`config.mk`:
```
export PLATFORM = sky130hd
export DESIGN_NAME = pred_check_queue_flat
export DESIGN_NICKNAME = d
export VERILOG_FILES = /design/src/rtl/pred_pkg.sv /design/src/rtl/pred_check_queue_if.sv /design/src/rtl/pred_fifo.sv /design/src/rtl/pred_check_queue.sv /design/src/flat_wrapper.sv
export SDC_FILE = /design/constraint.sdc
export NUM_CORES = 1
export LEC_CHECK = 0
export CAP_MARGIN = 20
export CORE_ASPECT_RATIO = 2
export CORE_MARGIN = 5
export CORE_UTILIZATION = 57
export CTS_CLUSTER_DIAMETER = 80
export DETAILED_ROUTE_END_ITERATION = 8
export PLACE_DENSITY_LB_ADDON = 0.3
export SYNTH_ARGS = -nofsm -noshare
export SYNTH_HDL_FRONTEND = slang
export SYNTH_HIERARCHICAL = 1
export SYNTH_SLANG_ARGS = --single-unit
```
`constraint.sdc`:
```
create_clock -name clk -period 16.2 [get_ports clk]
set_clock_uncertainty 0.05 [all_clocks]
set_input_delay 2.43 -clock clk [delete_from_list [all_inputs] [get_ports clk]]
set_output_delay 2.43 -clock clk [all_outputs]
set_load 0.01 [all_outputs]
```
`src/rtl/pred_pkg.sv`:
```
// Shared types for the prediction-check queue: entry layout, NOP encoding
// and the instruction-traits decoder used to classify the retiring entry.
package pred_pkg;

    localparam logic [31:0] NOP_INSTR = 32'h0000_0000;

    typedef struct packed {
        logic [31:0] pc;
        logic [31:0] instr;
        logic [31:0] pred_pc;
    } pred_entry_t;

    // Trait bit positions produced by instr_traits()
    localparam int unsigned T_BR   = 0;
    localparam int unsigned T_JAL  = 1;
    localparam int unsigned T_JALR = 2;
    localparam int unsigned T_LD   = 3;
    localparam int unsigned T_ST   = 4;
    localparam int unsigned TRAIT_W = 5;

    typedef logic [TRAIT_W-1:0] traits_t;

    function automatic traits_t instr_traits(input logic [6:0] opcode);
        traits_t t;
        t = '0;
        case (opcode)
            7'b1100011: t[T_BR]   = 1'b1;
            7'b1101111: t[T_JAL]  = 1'b1;
            7'b1100111: t[T_JALR] = 1'b1;
            7'b0000011: t[T_LD]   = 1'b1;
            7'b0100011: t[T_ST]   = 1'b1;
            default:    t         = '0;
        endcase
        return t;
    endfunction

    function automatic logic has_trait(input logic [6:0] opcode, input int unsigned trait);
        traits_t t;
        t = instr_traits(opcode);
        return t[trait];
    endfunction

endpackage

```
`src/rtl/pred_check_queue_if.sv`:
```
// Fetch/execute/predictor-facing signal bundle of pred_check_queue.
// Stats outputs exist only when PRED_CHECK_STATS_EN is defined.
interface pred_check_queue_if;

    logic        en;
    logic        push;
    logic [31:0] push_pc;
    logic [31:0] push_instr;
    logic [31:0] push_pred_pc;
    logic        full;
    logic        resolve;
    logic [31:0] resolve_next_pc;
    logic        head_valid;
    logic [31:0] head_pc;
    logic [31:0] head_instr;
    logic        miss;
    logic [31:0] last_pc;
    logic [31:0] last_instr;
    logic        redirect;
    logic [31:0] redirect_pc;
`ifdef PRED_CHECK_STATS_EN
    logic [31:0] stat_branches;
    logic [31:0] stat_misses;

    modport master (
        output en, push, push_pc, push_instr, push_pred_pc, resolve, resolve_next_pc,
        input  full, head_valid, head_pc, head_instr, miss, last_pc, last_instr,
               redirect, redirect_pc, stat_branches, stat_misses
    );

    modport slave (
        input  en, push, push_pc, push_instr, push_pred_pc, resolve, resolve_next_pc,
        output full, head_valid, head_pc, head_instr, miss, last_pc, last_instr,
               redirect, redirect_pc, stat_branches, stat_misses
    );
`else
    modport master (
        output en, push, push_pc, push_instr, push_pred_pc, resolve, resolve_next_pc,
        input  full, head_valid, head_pc, head_instr, miss, last_pc, last_instr,
               redirect, redirect_pc
    );

    modport slave (
        input  en, push, push_pc, push_instr, push_pred_pc, resolve, resolve_next_pc,
        output full, head_valid, head_pc, head_instr, miss, last_pc, last_instr,
               redirect, redirect_pc
    );
`endif

endinterface

```
`src/rtl/pred_fifo.sv`:
```
// Circular in-order entry store with wrap-around pointers, occupancy count
// and a flush that empties the queue just past the entry being popped.
module pred_fifo
    import pred_pkg::*;
#(
    parameter int DEPTH = 4
) (
    input  logic                     clk,
    input  logic                     reset,
    input  logic                     wr,
    input  pred_entry_t              wr_entry,
    input  logic                     rd,
    input  logic                     flush,
    output pred_entry_t              head,
    output logic [$clog2(DEPTH):0]   count
);

    localparam int PTR_W   = $clog2(DEPTH);
    localparam int COUNT_W = PTR_W + 1;

    logic [PTR_W-1:0]   rd_ptr_q, rd_ptr_d;
    logic [PTR_W-1:0]   wr_ptr_q, wr_ptr_d;
    logic [COUNT_W-1:0] count_q, count_d;
    logic               wr_eff;
    pred_entry_t        mem_q [DEPTH];

    always_comb begin
        rd_ptr_d = rd_ptr_q;
        wr_ptr_d = wr_ptr_q;
        count_d  = count_q;
        wr_eff   = wr & ~(rd & flush);
        if (rd && flush) begin
            // Both pointers land just past the popped entry: queue empty
            rd_ptr_d = rd_ptr_q + PTR_W'(1);
            wr_ptr_d = rd_ptr_q + PTR_W'(1);
            count_d  = '0;
        end else begin
            if (rd) rd_ptr_d = rd_ptr_q + PTR_W'(1);
            if (wr) wr_ptr_d = wr_ptr_q + PTR_W'(1);
            case ({wr, rd})
                2'b10:   count_d = count_q + COUNT_W'(1);
                2'b01:   count_d = count_q - COUNT_W'(1);
                default: count_d = count_q;
            endcase
        end
    end

    always_ff @(posedge clk or posedge reset) begin
        if (reset) begin
            rd_ptr_q <= '0;
            wr_ptr_q <= '0;
            count_q  <= '0;
        end else begin
            rd_ptr_q <= rd_ptr_d;
            wr_ptr_q <= wr_ptr_d;
            count_q  <= count_d;
        end
    end

    always_ff @(posedge clk) begin
        if (wr_eff) mem_q[wr_ptr_q] <= wr_entry;
    end

    assign head  = mem_q[rd_ptr_q];
    assign count = count_q;

endmodule

```
`src/rtl/pred_check_queue.sv`:
```
// Program-order queue between fetch and execute that checks each retiring
// prediction and drives predictor feedback plus redirect/flush on a miss.
// Optional branch/miss counters: define PRED_CHECK_STATS_EN.
module pred_check_queue
    import pred_pkg::*;
#(
    parameter int DEPTH = 4
) (
    input logic               clk,
    input logic               reset,
    pred_check_queue_if.slave bus
);

    localparam int PTR_W   = $clog2(DEPTH);
    localparam int COUNT_W = PTR_W + 1;

    logic [COUNT_W-1:0] count;
    pred_entry_t        head;
    pred_entry_t        push_entry;
    logic               head_valid, full;
    logic               resolve_ok, mis, flush, push_ok;

    always_comb begin
        head_valid = (count != '0);
        full       = (count == COUNT_W'(DEPTH));
        resolve_ok = bus.en & bus.resolve & head_valid;
        mis        = (bus.resolve_next_pc != head.pred_pc);
        flush      = resolve_ok & mis;
        // A push alongside a mispredicting resolve is wrong-path and dropped
        push_ok    = bus.en & bus.push & (~full | resolve_ok) & ~flush;
        push_entry = '{pc: bus.push_pc, instr: bus.push_instr, pred_pc: bus.push_pred_pc};
    end

    pred_fifo #(.DEPTH(DEPTH)) u_fifo (
        .clk      (clk),
        .reset    (reset),
        .wr       (push_ok),
        .wr_entry (push_entry),
        .rd       (resolve_ok),
        .flush    (flush),
        .head     (head),
        .count    (count)
    );

    logic        miss_q, miss_d;
    logic [31:0] last_pc_q, last_pc_d;
    logic [31:0] last_instr_q, last_instr_d;
    logic        redirect_q, redirect_d;
    logic [31:0] redirect_pc_q, redirect_pc_d;

    always_comb begin
        miss_d        = miss_q;
        last_pc_d     = last_pc_q;
        last_instr_d  = last_instr_q;
        redirect_d    = redirect_q;
        redirect_pc_d = redirect_pc_q;
        // With en low everything holds, which stretches a redirect pulse
        if (bus.en) begin
            redirect_d = 1'b0;
            if (resolve_ok) begin
                miss_d       = mis;
                last_pc_d    = head.pc;
                last_instr_d = head.instr;
                if (mis) begin
                    redirect_d    = 1'b1;
                    redirect_pc_d = bus.resolve_next_pc;
                end
            end
        end
    end

    always_ff @(posedge clk or posedge reset) begin
        if (reset) begin
            miss_q        <= 1'b0;
            last_pc_q     <= '0;
            last_instr_q  <= NOP_INSTR;
            redirect_q    <= 1'b0;
            redirect_pc_q <= '0;
        end else begin
            miss_q        <= miss_d;
            last_pc_q     <= last_pc_d;
            last_instr_q  <= last_instr_d;
            redirect_q    <= redirect_d;
            redirect_pc_q <= redirect_pc_d;
        end
    end

`ifdef PRED_CHECK_STATS_EN
    logic        head_is_br;
    logic [31:0] stat_branches_q, stat_branches_d;
    logic [31:0] stat_misses_q, stat_misses_d;

    always_comb begin
        head_is_br      = has_trait(head.instr[6:0], T_BR);
        stat_branches_d = stat_branches_q;
        stat_misses_d   = stat_misses_q;
        if (resolve_ok && head_is_br) begin
            stat_branches_d = stat_branches_q + 32'd1;
            if (mis) stat_misses_d = stat_misses_q + 32'd1;
        end
    end

    always_ff @(posedge clk or posedge reset) begin
        if (reset) begin
            stat_branches_q <= '0;
            stat_misses_q   <= '0;
        end else begin
            stat_branches_q <= stat_branches_d;
            stat_misses_q   <= stat_misses_d;
        end
    end

    assign bus.stat_branches = stat_branches_q;
    assign bus.stat_misses   = stat_misses_q;
`endif

    assign bus.full        = full;
    assign bus.head_valid  = head_valid;
    assign bus.head_pc     = head.pc;
    assign bus.head_instr  = head.instr;
    assign bus.miss        = miss_q;
    assign bus.last_pc     = last_pc_q;
    assign bus.last_instr  = last_instr_q;
    assign bus.redirect    = redirect_q;
    assign bus.redirect_pc = redirect_pc_q;

endmodule

```
`src/flat_wrapper.sv`:
```
// flat-port wrapper written by rule: the top's interface ports become plain ports
module pred_check_queue_flat import pred_pkg::*;
#(
    parameter int DEPTH = 4
)
  (clk, reset, bus_en, bus_push, bus_push_pc, bus_push_instr, bus_push_pred_pc, bus_resolve, bus_resolve_next_pc, bus_full, bus_head_valid, bus_head_pc, bus_head_instr, bus_miss, bus_last_pc, bus_last_instr, bus_redirect, bus_redirect_pc);
  pred_check_queue_if bus_i ();
  input logic clk;
  input logic reset;
  input wire logic [$bits(bus_i.en)-1:0] bus_en;
  input wire logic [$bits(bus_i.push)-1:0] bus_push;
  input wire logic [$bits(bus_i.push_pc)-1:0] bus_push_pc;
  input wire logic [$bits(bus_i.push_instr)-1:0] bus_push_instr;
  input wire logic [$bits(bus_i.push_pred_pc)-1:0] bus_push_pred_pc;
  input wire logic [$bits(bus_i.resolve)-1:0] bus_resolve;
  input wire logic [$bits(bus_i.resolve_next_pc)-1:0] bus_resolve_next_pc;
  output wire logic [$bits(bus_i.full)-1:0] bus_full;
  output wire logic [$bits(bus_i.head_valid)-1:0] bus_head_valid;
  output wire logic [$bits(bus_i.head_pc)-1:0] bus_head_pc;
  output wire logic [$bits(bus_i.head_instr)-1:0] bus_head_instr;
  output wire logic [$bits(bus_i.miss)-1:0] bus_miss;
  output wire logic [$bits(bus_i.last_pc)-1:0] bus_last_pc;
  output wire logic [$bits(bus_i.last_instr)-1:0] bus_last_instr;
  output wire logic [$bits(bus_i.redirect)-1:0] bus_redirect;
  output wire logic [$bits(bus_i.redirect_pc)-1:0] bus_redirect_pc;
  assign bus_i.en = bus_en;
  assign bus_i.push = bus_push;
  assign bus_i.push_pc = bus_push_pc;
  assign bus_i.push_instr = bus_push_instr;
  assign bus_i.push_pred_pc = bus_push_pred_pc;
  assign bus_i.resolve = bus_resolve;
  assign bus_i.resolve_next_pc = bus_resolve_next_pc;
  assign bus_full = bus_i.full;
  assign bus_head_valid = bus_i.head_valid;
  assign bus_head_pc = bus_i.head_pc;
  assign bus_head_instr = bus_i.head_instr;
  assign bus_miss = bus_i.miss;
  assign bus_last_pc = bus_i.last_pc;
  assign bus_last_instr = bus_i.last_instr;
  assign bus_redirect = bus_i.redirect;
  assign bus_redirect_pc = bus_i.redirect_pc;
  pred_check_queue #(.DEPTH(DEPTH)) u_core (.clk(clk), .reset(reset), .bus(bus_i));
endmodule
```
## Word-level counts from Yosys, hierarchy flattened

Memories as Yosys holds them, arrays and structs flattened.
Index checks and enable logic that the tools add are counted.
Widths: inputs -> output; s select.

| storage, ports and cells | value |
|---|---|
| register bits after elaboration | 105 |
| RAM bits | 384 |
| input port bits | 133 |
| output and inout bits | 164 |
| word-level logic and storage cells | 46 |
| memories kept | 1 |

Memories:

| memory | words | bits a word | read ports | clocked after Yosys merged registers in | write ports | line | text |
|---|---|---|---|---|---|---|---|
| u_core.u_fifo.mem_q | 4 | 96 | 1 | 0 | 1 | pred_fifo.sv:25 | `pred_entry_t mem_q [DEPTH];` |

| cells by class | value |
|---|---|
| $add $sub $neg | 4 |
| equal/unequal tests | 4 |
| multiplexer cells | 10 |
| bitwise logic cells | 12 |
| reduce and logical (&&, ||, !) cells | 7 |

Operators with widths:

| cell | number |
|---|---|
| $ne 32x32->1 | 1 |
| $and 1x1->1 | 8 |
| $mux 2 | 4 |
| $pmux 3 s2 | 1 |
| $reduce_bool 3->1 | 2 |
| $add 2x1->2 const B | 2 |
| $mux 1 | 4 |
| $reduce_bool 2->1 | 2 |
| $add 3x1->3 const B | 1 |
| $eq 3x3->1 const B | 1 |
| $mux 3 | 1 |
| $not 1->1 | 3 |
| $reduce_and 3->1 | 1 |
| $sub 3x1->3 const B | 1 |
| $eq 2x1->1 const B | 1 |
| $eq 2x2->1 const B | 1 |
| $reduce_and 2->1 | 1 |
| $logic_and 1x1->1 | 1 |
| $or 1x1->1 | 1 |

## Longest topological paths before layout

| depth | value |
|---|---|
| depth after elaboration | 8 |
| mapped depth | 14 |
| mapped depth without buffers | 11 |

## Cells and area by module

Netlist, hierarchy kept.

Modules (own cells, without submodules):

| module | times used | cells an instance | area each (um^2) | sequential area each (um^2) |
|---|---|---|---|---|
| pred_fifo | 1 | 549 | 14,423.8 | 11,706.2 |
| pred_check_queue | 1 | 395 | 4,052.6 | 2,452.4 |

## Least setup slack after synthesis

Ideal clock, no wire load.

| timing | value |
|---|---|
| path kind | input port to flip-flop |
| from | in bus_resolve_next_pc[22] |
| to | mem u_core/u_fifo/mem_q[0][0] (netlist bit), enable pin |
| setup time | 0.466 ns |
| arrival time | 6.259 ns |
| data required time | 15.684 ns |
| setup slack | 9.425 ns |
| cell stages on the path | 8 |
| buffers on the path | 2 |
| cells stage by stage | xor2_1 -> nor4_1 -> nand4_1 -> o21ai_4 -> buf_8 -> o2111a_1 -> buf_2 -> and3_1 |

| between the ends | value |
|---|---|
| word-level cells in the longest chain between the ends | 7 |
| elaborated cells on any way between the ends | 9 |
| those cells by class | eq/ne (1); mux (2); bitwise (6) |

RTL lines:

| what | line | text |
|---|---|---|
| start: declaration | flat_wrapper.sv:16 | `input wire logic [$bits(bus_i.resolve_next_pc)-1:0] bus_resolve_next_pc;` |
| $ne 32x32->1 | pred_check_queue.sv:27 | `mis = (bus.resolve_next_pc != head.pred_pc);` |
| $and 1x1->1 | pred_check_queue.sv:28 | `flush = resolve_ok & mis;` |
| $not 1->1 | pred_check_queue.sv:30 | `push_ok = bus.en & bus.push & (~full \| resolve_ok) & ~flush;` |
| $and 1x1->1 | pred_check_queue.sv:30 |  |
| named net u_core.push_ok | pred_check_queue.sv:21 | `logic resolve_ok, mis, flush, push_ok;` |
| $and 1x1->1 | pred_fifo.sv:31 | `wr_eff = wr & ~(rd & flush);` |
| $mux 1 | pred_fifo.sv:61 | `if (wr_eff) mem_q[wr_ptr_q] <= wr_entry;` |
| $mux 1 (implied by the code) | pred_fifo.sv:61 |  |
| end: declaration | pred_fifo.sv:25 |  |

The timed path passes the listed nets, and every way through them passes these cells.

## Final worst setup path

| timing | value |
|---|---|
| from | in bus_resolve_next_pc[0] |
| to | mem u_core/u_fifo/mem_q[0][37] (netlist bit), enable pin |

| between the ends | value |
|---|---|
| word-level cells in the longest chain between the ends | 7 |
| elaborated cells on any way between the ends | 9 |
| those cells by class | eq/ne (1); mux (2); bitwise (6) |

RTL lines:

| what | line |
|---|---|
| $ne 32x32->1 * | pred_check_queue.sv:27 |
| $and 1x1->1 * | pred_check_queue.sv:28 |
| named net u_core.flush | pred_check_queue.sv:21 |
| $not 1->1 / $and 1x1->1 (equally long branches) | pred_check_queue.sv:30, pred_fifo.sv:31 |
| $and 1x1->1 / $not 1->1 (equally long branches) | pred_check_queue.sv:30, pred_fifo.sv:31 |
| $and 1x1->1 * | pred_fifo.sv:31 |
| $mux 1 * | pred_fifo.sv:61 |
| $mux 1 (implied by the code) * | pred_fifo.sv:61 |

The timed path passes the listed nets; every way through them passes the cells marked *.

==> metrics.md <==
| Metric | Value |
|---|---|
| Final HPWL from detailed placement | `26.14 mm` |
| Initial core utilization | `0.5753` |
| Post-CTS resize count | `0` |
| Clock-pin slew on the worst setup and hold paths | `70 ps` |
| CTS tree | `built` |
| # Max-Cap Violations | `0` |
| Largest net degree at the start of global routing | `73` |
| CTS buffer count | `40` |
| CP dominant cell by count | `buf_4` |
| Synth Cell Area | `18480 µm²` |
| Syn-to-layout area delta | `24.76%` |
| Mapped Cells | `944` |
| Fin util | `0.7178` |
| Post-synth ARST share | `0.2147` |
| Post-Syn Area per Cell | `19.57 µm²` |
| Layout cells sized above 1 | `0.1632` |
| CP endpoint kind | `flip-flop` |
| Clock sink total | `489` |
| Met3 GRT Util | `0.04349` |
| Final setup vio count | `0` |
| FMAX | `158.4 MHz` |
| YS warnings | `6` |
| Final WS setup | `9887 ps` |
| Met2 Use GR | `0.3988` |
| Worst-Skew Late Latency | `540 ps` |
| Worst path bufs/invs | `4` |
| Die H | `264.6 µm` |
| Pleak | `8.202 nW` |
| Status | `finished, final reports clean` |
| Total gr overflow | `0` |
| Longest Clk Path Bufs | `3` |
| Final worst-path cycle share | `0.3897` |
| Sequential share of the synthesized area | `0.7663` |
| Crit path launch type | `input pin` |
| Reg2Reg Setup Slack | `10580 ps` |
| Power per cell area | `173.4 nW/µm²` |
| CP arrival | `6420 ps` |
| Wire length of the first global-routing pass | `60.13 mm` |
| Row count | `93` |
| Top delay family on crit path | `simple AND/OR/NAND/NOR gates` |
| Vias in the first global route | `10210` |
| Minimum clock period | `6313 ps` |
| Worst hold path type | `flip-flop to flip-flop` |
| Worst path depth | `10` |
| Die ar. | `36330 µm²` |
| Fin. max-slew vios | `0` |
| Antenna Nets Post-Route | `0` |
| Routed length per instance | `23.27 µm` |
| Worst Setup EP | `u_core/u_fifo/mem_q[0][37]` |
| Top FF cell, synth | `edfxtp_1` |
| Peak supply drop | `131.8 µV` |
| Reg-to-Reg End | `u_core/u_fifo/mem_q[0][37]` |
| Root Driver | `clkbuf_16` |
| DR iter-0 viols | `614` |
| Setup_tns | `0 ps` |
| RSZ-0062 raised after global routing | `false` |
| R2R cell count | `10` |
| DRC Markers | `0` |
| Crit path cell chain | `clkdlybuf4s50_1 > xor2_1 > nor4_1 > nand4_1 > o21ai_4 > buf_4 > inv_1 > nand2_1 > and3_4 > buf_4` |
| Final wirelength | `39.93 mm` |
| CP required | `16310 ps` |
| Worst slack at placement | `9241 ps` |
| GPL Wtd Cong | `0.7840` |
| Core area | `32120 µm²` |
| Post-synth net total | `1082` |
| Vias per cell | `5.498` |
| H-tree levels | `2` |
| Slew HR | `0.3853` |
| Critical path's slowest cell | `and3_4` |
| Post-synthesis register bit count | `489` |
| Worst r2r src | `u_core/u_fifo/rd_ptr_q[0]` |
| Via Count | `9435` |
| NumNets Final | `1389` |
| TritonRoute pass-1 iters | `5` |
| GRT Total Usage | `0.2220` |
| Finished Layout Cells | `1716` |
| Crit path launch | `bus_resolve_next_pc[0]` |
| GRT Max-Usage Layer | `met2` |
| Crit-path max FO | `49` |
| Post-Place Cells | `1635` |
| Final hold slack | `426.6 ps` |
| WS Path Type | `input pin to flip-flop` |
| Grt met1 use | `0.2580` |
| Die width | `137.3 µm` |
| Initial antenna violation count | `8` |
| Hold_buf cts | `0` |
| Post-synth EDFFs | `384` |
| Slew @ Worst Pin | `922.1 ps` |
| CP peak stage delay | `730 ps` |
| Port bufs | `296` |
| Netlist cell types | `37` |
| Setup Buffers After CTS | `0` |
| Ports | `297` |
| Final hold vios | `0` |
| Filler cells | `2018` |
==> worst min-delay path, delay by kind of cell, from the launching register on <==
kind | cells | cell delay [ps]
and+or+nand+nor | 2 | 100
DFF | 1 | 340
==> metal layers <==
layer | vias to the layer above | part of all wire
li1 | 4224 | -
met1 | 4829 | 0.35
met2 | 305 | 0.55
met3 | 75 | 0.058
met4 | 2 | 0.042
met5 | - | 0.00033
==> Yosys cell counts, types with 2 or more instances <==
library cell,count,share of area
xor2_1,35,0.017
nor4_1,8,0.0027
xnor2_1,2,0.00095
buf_2,13,0.0035
dfrtp_1,105,0.14
buf_1,5,0.0010
edfxtp_1,384,0.62
mux4_2,96,0.12
nor2_1,2,0.00041
mux2i_1,3,0.0016
mux2_1,2,0.0012
nand4_1,2,0.00068
o21ai_0,3,0.00081
buf_12,9,0.0098
inv_1,8,0.0016
clkbuf_1,8,0.0016
ha_1,4,0.0027
and3_1,4,0.0014
nand2_1,199,0.040
a21oi_1,3,0.00081
buf_8,4,0.0033
mux2_2,30,0.018
==> sequential cells by signal, indices dropped and copies added, names as in the netlist <==
name	cells
u_core/bus.redirect_pc	32
u_core/u_fifo/rd_ptr_q	2
u_core/bus.last_pc	32
u_core/u_fifo/count	3
u_core/u_fifo/wr_ptr_q	2
u_core/bus.last_instr	32
u_core/u_fifo/mem_q	384
u_core/bus.redirect	1
u_core/bus.miss	1
==> stage by stage <==
stage	power, mW	instance area, µm²
2_1_floorplan	2.465	18480
3_3_place_gp	3.063	21710
3_5_place_dp	3.083	21710
4_1_cts	4.042	23000
5_1_grt	4.186	23050
6_report	3.998	23050
==> how the worst min path moves through the flow <==
stage,from,end,cells past startpoint
after floorplan,u_core/bus.last_pc[26],u_core/bus.last_pc[26],2
after global placement,u_core/bus.last_instr[16],u_core/bus.last_instr[16],2
after detailed placement,u_core/bus.last_pc[4],u_core/bus.last_pc[4],2
after CTS,u_core/bus.last_pc[4],u_core/bus.last_pc[4],2
after global routing,u_core/bus.last_pc[13],u_core/bus.last_pc[13],2
final,u_core/bus.last_pc[4],u_core/bus.last_pc[4],2
==> cell families (layout without fill, tap and decap cells) <==
family,count (synthesis),after routing,synth area share
DFF,489,489,0.7663
and+or+nand+nor,223,223,0.04842
muxes,131,131,0.1381
buffers and inverters,49,386,0.02181
xor gates and xnor gates,37,37,0.01754
AOI/OAI and AO/OA,10,10,0.003995
adders and majority gates,5,5,0.003792
other,0,8,0
==> cells in the final DEF (no fill, tap or decap), types with 4 or more instances in the layout <==
| cell | count |
|---|---|
| clkbuf_1 | 6 |
| mux2_2 | 30 |
| nor4_1 | 8 |
| and3_4 | 4 |
| clkinvlp_4 | 7 |
| ha_1 | 4 |
| diode_2 | 8 |
| xor2_1 | 35 |
| clkinv_2 | 7 |
| mux4_2 | 96 |
| inv_1 | 6 |
| edfxtp_1 | 384 |
| dfrtp_1 | 103 |
| nand2_1 | 199 |
| clkbuf_16 | 41 |
| clkdlybuf4s50_1 | 296 |
| buf_4 | 9 |
==> area by class of cell <==
class                   instances  area [µm²]  area share
clock buffers                  48        1062     0.04608
clock inverters                24       231.5     0.01004
flip-flops and latches        489       14170      0.6145
diodes                          8       20.02   0.0008684
inverters                       8       32.53    0.001411
multi-input cells             406        3948      0.1712
well taps                     427       534.3     0.02318
repair buffers                306        3058      0.1327
==> report_power, final <==
| part | total, mW | internal [mW] | switching [mW] |
|---|---|---|---|
| logic | 1.32 | 0.722 | 0.601 |
| clock network | 0.955 | 0.523 | 0.432 |
| registers | 1.72 | 1.58 | 0.142 |
| total | 4.00 | 2.82 | 1.17 |
Note: power is estimated with default switching activity, not from simulation.
==> edit, RTL diff (same settings) <==
`DEPTH` is set to 4 in 3 places; all go to 2.
--- a/src/rtl/pred_fifo.sv
+++ b/src/rtl/pred_fifo.sv
@@ -3,7 +3,7 @@
 module pred_fifo
     import pred_pkg::*;
 #(
-    parameter int DEPTH = 4
+    parameter int DEPTH = 2
 ) (
     input  logic                     clk,
     input  logic                     reset,
--- a/src/rtl/pred_check_queue.sv
+++ b/src/rtl/pred_check_queue.sv
@@ -4,7 +4,7 @@
 module pred_check_queue
     import pred_pkg::*;
 #(
-    parameter int DEPTH = 4
+    parameter int DEPTH = 2
 ) (
     input logic               clk,
     input logic               reset,
--- a/src/flat_wrapper.sv
+++ b/src/flat_wrapper.sv
@@ -1,7 +1,7 @@
 // flat-port wrapper written by rule: the top's interface ports become plain ports
 module pred_check_queue_flat import pred_pkg::*;
 #(
-    parameter int DEPTH = 4
+    parameter int DEPTH = 2
 )
   (clk, reset, bus_en, bus_push, bus_push_pc, bus_push_instr, bus_push_pred_pc, bus_resolve, bus_resolve_next_pc, bus_full, bus_head_valid, bus_head_pc, bus_head_instr, bus_miss, bus_last_pc, bus_last_instr, bus_redirect, bus_redirect_pc);
   pred_check_queue_if bus_i ();
Function: changed (a bounded check fails within 4 cycles, from zero or initial values and one cycle with reset high).
==> edit against the unedited design <==
  * Utilization is 5.6 points higher
  * Cell area is 33% lower
  * Area after synthesis shrank 38%
  * Via count shrank 28%
  * Worst setup slack got worse by 390 ps
  * Global-route usage rose by 1.4 points
  * Wire length fell by 32%
  * Largest cell class unchanged
  * Sequential cell count is 195 lower
  * Power down 35%
  * Sequential share of layout area decreased by 7.2 points
  * Count of clock-buffer cells in the layout fell by 13
  * Fmax is 5.9% lower
==> edit: results (changes against the unedited design) <==
- GP Congestion: 0.7919 (+1.0%)
- Via count of the first global-routing pass: 7508 (-26%)
- The largest fanout on the critical path was 77 (+57%).
- Clock buffer count from CTS: 25 (-38%)
- The total global routing track utilization came to 23.57% (+1.4 points).
- Number of flip-flops under the largest register name: 192 (-50%)
- Portion of the clock cycle consumed by the worst path in the final layout: 41.39% (+2.4 points)
- Biggest area contributors in the synthesized netlist: sky130_fd_sc_hd__edfxtp_1, sky130_fd_sc_hd__dfrtp_1, sky130_fd_sc_hd__mux2_2, sky130_fd_sc_hd__nand2_1, sky130_fd_sc_hd__mux2_4
* Worst Max-Slew Pin Slew: 1075 ps (+152.8 ps)
- The worst hold slack after final layout is 425.1 ps (-1.497 ps).
* Met1 global-route usage: 25.70% (-0.098 points)
- The detailed-route wire length per cell was 20.85 microns (-10%).
* Number of optimization iterations in the first detailed-route pass: 4 (-1)
- The number of nets in the synthesized netlist is 851 (-21%).
- Sorting the synthesized cells by how often they occur yields sky130_fd_sc_hd__nand2_1, sky130_fd_sc_hd__edfxtp_1, sky130_fd_sc_hd__dfrtp_1.
- The violation count after the first detailed-route iteration is 246 (-60%).
- Number of vias per cell: 5.184 (-5.7%)
- Among all stages on the critical path, the largest delay is contributed by sky130_fd_sc_hd__buf_4.
- Fraction of synthesis flops using an asynchronous set or reset pin: 34.69% (+13 points)
* Fraction of final layout cells sized beyond drive strength 1: 17.57% (+1.3 points)
- The number of enable flip-flop cells after synthesis was 192 (-50%).
- Largest net degree at the start of global routing: 78 (+6.8%)
* Start point of the critical path: bus_resolve_next_pc[4]
* Reported leakage power: 5.930 nW (-28%)
* Avg Cell Area, Syn: 15.85 sq um (-19%)
* Hold path start: u_core/bus.last_instr[20]$_DFFE_PP0N_
* Area after detailed placement: 0.01457 sq mm (-33%)
- The flow ran to the end, and the final reports show no timing, DRC or antenna violations.
- The sequential cell area fraction in the yosys report came to 73.11% (-3.5 points).
- First-pass GRT wire length: 41140 microns (-32%)
* Worst endpoint data arrival time: 6770 ps (+350 ps)
- The global routing usage on met3 is 6.248% (+1.9 points).
## edit: changes by cell type after synthesis, moves of 4 or more
cell                       unedited run  this run
sky130_fd_sc_hd__buf_12               9         0
sky130_fd_sc_hd__xnor2_1              2        33
sky130_fd_sc_hd__ha_1                 4         0
sky130_fd_sc_hd__xor2_1              35         2
sky130_fd_sc_hd__mux4_2              96         0
sky130_fd_sc_hd__buf_2               13         9
sky130_fd_sc_hd__nor4_1               8         0
sky130_fd_sc_hd__nand4_1              2         8
sky130_fd_sc_hd__buf_8                4         0
sky130_fd_sc_hd__mux2_2              30        84
sky130_fd_sc_hd__buf_6                1         7
sky130_fd_sc_hd__edfxtp_1           384       192
sky130_fd_sc_hd__mux2_4               0        44
## edit: path summary, 6_finish.rpt
check	end	cells past startpoint
min reg2reg	u_core/bus.last_instr[20]$_DFFE_PP0N_	2
min in group asynchronous	u_core/u_fifo/count[0]$_DFFE_PP0P_	2
max in group asynchronous	u_core/bus.last_pc[6]$_DFFE_PP0N_	3
max reg2reg	u_core/u_fifo/mem_q[0][64]$_DFFE_PP_	11
min	u_core/bus.last_instr[20]$_DFFE_PP0N_	2
max	u_core/u_fifo/mem_q[0][64]$_DFFE_PP_	10
## edit: cells by family after synthesis
family,Yosys count,share of synthesized area (%)
simple gates,217,7.808
mux,128,14.12
flops,294,73.11
buf+inv,36,1.760
compound gates,8,0.5058
xor+xnor,35,2.694
## edit: final cells by class
class                   instances  area (sq um)
inverters                       6         25.02
flip-flops and latches        294          8322
fillers                      1183          4488
repair buffers                303          3015
well taps                     262         327.8
diodes                          4         10.01
clock inverters                10         55.05
multi-input cells             388          2884
clock buffers                  35         693.2
## edit: power breakdown
group	total, mW	switching, mW	internal [mW]
registers	1.10	0.112	0.986
clock network	0.548	0.249	0.299
logic	0.957	0.411	0.545
total	2.60	0.772	1.83
